[src/rtl/siso_pkg.sv]
// Shared types and defaults for the serial-in/serial-out frame controller.
// Holds the FSM state type and the default frame width and chain depth.
package siso_pkg;

  typedef enum logic [1:0] {
    IDLE  = 2'd0,
    SHIFT = 2'd1,
    DONE  = 2'd2
  } siso_state_t;

  localparam int SISO_WIDTH = 8;
  localparam int SISO_DEPTH = 4;

endpackage

[src/rtl/siso_chain.sv]
// DEPTH-stage D flip-flop delay chain. Latency is DEPTH enabled cycles from Din to Sout.
// No backpressure: it shifts when en is high and holds otherwise.
module siso_chain #(
  parameter int DEPTH = 4
) (
  input  logic CLK,
  input  logic RST,
  input  logic en,
  input  logic Din,
  output logic Sout
);

  logic [DEPTH-1:0] stage;
  logic [DEPTH-1:0] stage_next;

  always_comb begin
    stage_next    = stage << 1;
    stage_next[0] = Din;
  end

  always_ff @(posedge CLK) begin
    if (RST) begin
      stage <= '0;
    end else if (en) begin
      stage <= stage_next;
    end
  end

  assign Sout = stage[DEPTH-1];

endmodule

[src/rtl/siso_frame_ctrl.sv]
// Serializes an accepted word MSB-first through siso_chain and recaptures it. The result appears WIDTH+DEPTH cycles after accept.
// The result is held in DONE until out_ready is seen. A new word is accepted only in IDLE.
module siso_frame_ctrl
  import siso_pkg::*;
#(
  parameter int WIDTH = SISO_WIDTH,
  parameter int DEPTH = SISO_DEPTH
) (
  input  logic             CLK,
  input  logic             RST,
  input  logic             in_valid,
  output logic             in_ready,
  input  logic [WIDTH-1:0] in_data,
  output logic             Din,
  output logic             Sout,
  output logic             out_valid,
  input  logic             out_ready,
  output logic [WIDTH-1:0] out_data,
  output logic             match,
  output logic             busy
);

  localparam int CW = $clog2(WIDTH + DEPTH + 1);
  localparam logic [CW-1:0] CNT_W    = CW'(WIDTH);
  localparam logic [CW-1:0] CNT_D    = CW'(DEPTH);
  localparam logic [CW-1:0] CNT_LAST = CW'(WIDTH + DEPTH - 1);

  siso_state_t      state;
  logic [CW-1:0]    cnt;
  logic [WIDTH-1:0] tx_sh;
  logic [WIDTH-1:0] rx_sh;
  logic [WIDTH-1:0] rx_next;
  logic [WIDTH-1:0] word_q;
  logic             chain_en;
  logic             din_bit;
  logic             sout_bit;

  assign chain_en = (state == SHIFT);
  // Zeros follow the last data bit so the chain is flushed clean by DONE.
  assign din_bit  = (chain_en && (cnt < CNT_W)) ? tx_sh[WIDTH-1] : 1'b0;

  always_comb begin
    rx_next    = rx_sh << 1;
    rx_next[0] = sout_bit;
  end

  siso_chain #(.DEPTH(DEPTH)) u_chain (
    .CLK  (CLK),
    .RST  (RST),
    .en   (chain_en),
    .Din  (din_bit),
    .Sout (sout_bit)
  );

  always_ff @(posedge CLK) begin
    if (RST) begin
      state  <= IDLE;
      cnt    <= '0;
      tx_sh  <= '0;
      rx_sh  <= '0;
      word_q <= '0;
    end else begin
      case (state)
        IDLE: begin
          if (in_valid) begin
            tx_sh  <= in_data;
            word_q <= in_data;
            rx_sh  <= '0;
            cnt    <= '0;
            state  <= SHIFT;
          end
        end
        SHIFT: begin
          tx_sh <= tx_sh << 1;
          cnt   <= cnt + 1'b1;
          if (cnt >= CNT_D) rx_sh <= rx_next;
          if (cnt == CNT_LAST) state <= DONE;
        end
        DONE: begin
          if (out_ready) state <= IDLE;
        end
        default: state <= IDLE;
      endcase
    end
  end

  assign in_ready  = (state == IDLE);
  assign busy      = chain_en;
  assign out_valid = (state == DONE);
  assign out_data  = out_valid ? rx_sh : '0;
  assign match     = out_valid && (rx_sh == word_q);
  assign Din       = din_bit;
  assign Sout      = sout_bit;

endmodule

[config.mk]
export PLATFORM = sky130hd
export DESIGN_NAME = siso_frame_ctrl
export DESIGN_NICKNAME = d
export VERILOG_FILES = /design/src/rtl/siso_pkg.sv /design/src/rtl/siso_chain.sv /design/src/rtl/siso_frame_ctrl.sv
export SDC_FILE = /design/constraint.sdc
export NUM_CORES = 1
export LEC_CHECK = 0
export ABC_AREA = 1
export ABC_CLOCK_PERIOD_IN_PS = 2000
export CAP_MARGIN = 10
export CORE_MARGIN = 3
export CORE_UTILIZATION = 35
export CTS_CLUSTER_DIAMETER = 40
export DETAILED_ROUTE_END_ITERATION = 7
export PLACE_DENSITY = 0.63
export REMOVE_ABC_BUFFERS = 1
export SLEW_MARGIN = 20
export SYNTH_ARGS = -nofsm -noshare
export SYNTH_HDL_FRONTEND = slang
export SYNTH_SLANG_ARGS = --single-unit
[constraint.sdc]
create_clock -name CLK -period 2 [get_ports CLK]
set_input_delay 0.4 -clock CLK [delete_from_list [all_inputs] [get_ports CLK]]
set_output_delay 0.4 -clock CLK [all_outputs]
set_load 0.05 [all_outputs]
==> results by group <==
Power and ir drop
  – Switching Share: 0.251
  – VDD IR max: 0.495 mV
  – Switching power: approximately 0.34 mW
  – Reg power frac: 0.536
  – LEAKAGE: about 0.73 nW
  – Pwr/cell area: 680 nW/um2
  – Int Power: 1.02 mW
  – Comb power frac: 0.128
  – Clock Power Share: 0.336

Clocking
  – CTS Buffer Depth: 2
  – H-tree levels: 2
  – Reg clk slew, reported paths: 60 ps
  – CTS buffer count: 5
  – Post-CTS setup buffers: 0
  – Clock latency on the worst-skew pair: between 200 and 300 ps
  – Hold_buf cts: 0
  – Clock sink count: 34
  – PostCTS Resize Cnt: 0
  – Root Buffer: clkbuf_8
  – CTS tree: built

Synth
  – Mapped Cells: ~200
  – Netlist Area Pre-Place: 1490 um2
  – Most frequent cell after synthesis: nand2_1
  – Synth cell types: 22
  – Synth area leaders: dfxtp_1 (46%), nand2_1 (15%), a21oi_1 (7.8%)
  – Most frequent cells after synthesis: nand2_1 (58), dfxtp_1 (34), nor2_1 (24)
  – Synth Flop Type: dfxtp_1
  – Avg Inst Size Synth: approximately 7.2 um2
  – Cell taking the most area after synthesis: dfxtp_1
  – Synth top area share: 0.458
  – Synth warn: 0
  – EDFF count, synth: 0
  – Number of synthesized register bits: 34
  – Async SR Flop Fraction: 0
  – Sequential-to-total area share from yosys stat: 0.458

Setup path
  – Crit path largest cell delay: between 300 and 400 ps
  – Crit-path cells: inv_2 > nand2_2 > inv_2 > nand2_1 > nor2_1 > nand3_1 > nor2_2 > buf_12
  – CP startpoint kind: register
  – FF-to-FF setup slack: approximately 540 ps
  – CP dominant cell by count: inv_2
  – Slowest CP cell: dfxtp_1
  – Worst path required time: roughly 1600 ps
  – WS Path Type: register to primary output
  – Crit-path max FO: 4
  – Worst Setup End Kind: primary output
  – Critical Path AT: around 1500 ps

Placed design
  – Placed cell area: approximately 1900 um2
  – Worst slack, placed: 314 ps
  – Half-perimeter wire length after placement: about 2300 um
  – RD Place Congestion: around 0.8
  – PortBufs: 25

Routing
  – DR vias/cell: between 4 and 5
  – Post-DRT Antenna Nets: 0
  – Wire length per cell: 11.2 um
  – Overall routed net length: ~3200 um
  – Iter 0 DRT Violations: 58
  – Pre-antenna DRT Iters: 4
  – DR vias: between 1000 and 1500
  – DRC Markers: 0

Floorplan
  – Die X: about 70 um
  – Num ports: 26
  – Row count: 23
  – Initial Util: 0.366
  – Die Area: ~5100 um2
  – Chip Height: 71.1 um
  – Core Region: 4060 um2

GRT
  – Gr ovfl total: 0
  – Largest net degree at the start of global routing: 33
  – Initial antenna violation count: 0
  – First-pass GRT wire length: about 5300 um
  – Total GRT Usage: 0.135
  – Vias in the first global route: 1176

Final layout
  – Layout Nets: around 250
  – Synth-to-Final Area Change: 34.7%
  – Fillers: slightly below 400
  – # diodes: 0
  – Share of cells above drive strength 1: 0.145
  – Fin area: 2000 um2

Timing
  – RSZ-0062 raised after global routing: false
  – Fin. Hold Viols: 0
  – Fmax: between 500 and 600 MHz
  – Post-layout min period: 1860 ps
  – Clk_skew: a little over 2 ps
  – Final Setup Violations: 0
  – Fin crit share: 0.930
  – Worst-Margin Slew: around 500 ps
  – Fin. max-slew vios: 0
  – Slack of the critical path: approximately 140 ps
  – Slew Limit Headroom: 0.672

Job
  – Number of max-cap violations: 0

Run status
  – Status: completed

Worst hold path
  – Hold crit path type: register to register
[per-stage QoR]
step                      setup TNS, ps  hold slack, ps   util  total power, mW  std cells
final                                 0             471  0.493             1.36        285
after detailed placement              0             462  0.473            0.919        278
after CTS                             0             472  0.492             1.38        285
after floorplan                    -140             436      -            0.836        199
after global placement                0             459  0.473            0.917        278
after global routing                  0             492  0.493             1.42        285
[registers in the layout (all words and copies together) (netlist names)]
name,cells
word_q,8
state,2
cnt,4
rx_sh,8
u_chain.stage,4
tx_sh,8
[worst paths after layout]
check,from,end,cells past startpoint
worst max register to register,state[0],rx_sh[5],7
worst min-delay path,tx_sh[0],tx_sh[0],2
worst max-delay path,state[0],match,8
worst min register to register,tx_sh[0],tx_sh[0],2
[layer usage]
| layer | vias to the layer above | wire [um] | global-route usage |
|---|---|---|---|
| li1 | 717 | - | - |
| met1 | 587 | 1590 | 0.184 |
| met2 | 21 | 1430 | 0.196 |
| met3 | 7 | 125 | 0.0426 |
| met4 | 0 | 55 | 0.0564 |
| met5 | - | 0 | 0 |
[worst max-delay path: cells and delay by family, from the launching register on]
family | cells | cell delay, ps
AND/OR/NAND/NOR | 5 | 470
buffers and inverters | 3 | 360
flip-flops | 1 | 350
[power by group through the flow]
stage          clock [mW]  combinational [mW]  sequential (mW)
2_1_floorplan           0              0.0926            0.744
3_3_place_gp            0               0.174            0.744
3_5_place_dp            0               0.175            0.743
4_1_cts             0.473               0.176            0.729
5_1_grt             0.499               0.191            0.732
6_report            0.458               0.174            0.729
[final cells by class]
cell class              count  area (um2)  share of cell area
multi-input cells         145         694               0.347
repair buffers             29         410               0.205
inverters                  20        75.1              0.0375
clock buffers               7        76.3              0.0381
well taps                  50        62.6              0.0313
flip-flops and latches     34         682               0.341
[placed cells by master, fill, tap and decap left out]
cell type        instances
a21oi_1                 23
nand3_1                 15
inv_1                   16
o21ai_2                  1
dfxtp_1                 33
nand4_1                  1
dfxtp_2                  1
a31oi_1                  8
inv_2                    4
o21ai_0                  5
ha_1                     1
o21ai_1                  1
xnor2_1                  3
o21ai_4                  1
nor2_8                   1
nor2_1                  23
clkdlybuf4s50_1         12
clkbuf_8                 5
nand2_2                  1
clkbuf_1                 2
buf_12                  13
nor2_2                   2
buf_4                    4
nand2_4                  1
nand2_1                 58
[logic make-up after synthesis]
kind of cell | share of synthesized area
AO/OA/AOI/OAI | 0.148
XOR/XNOR | 0.0177
flip-flops | 0.458
buffers and inverters | 0.0758
AND/OR/NAND/NOR | 0.292
adder cells (fa/ha/maj) | 0.00842
Power figures use the tool's default switching activity.
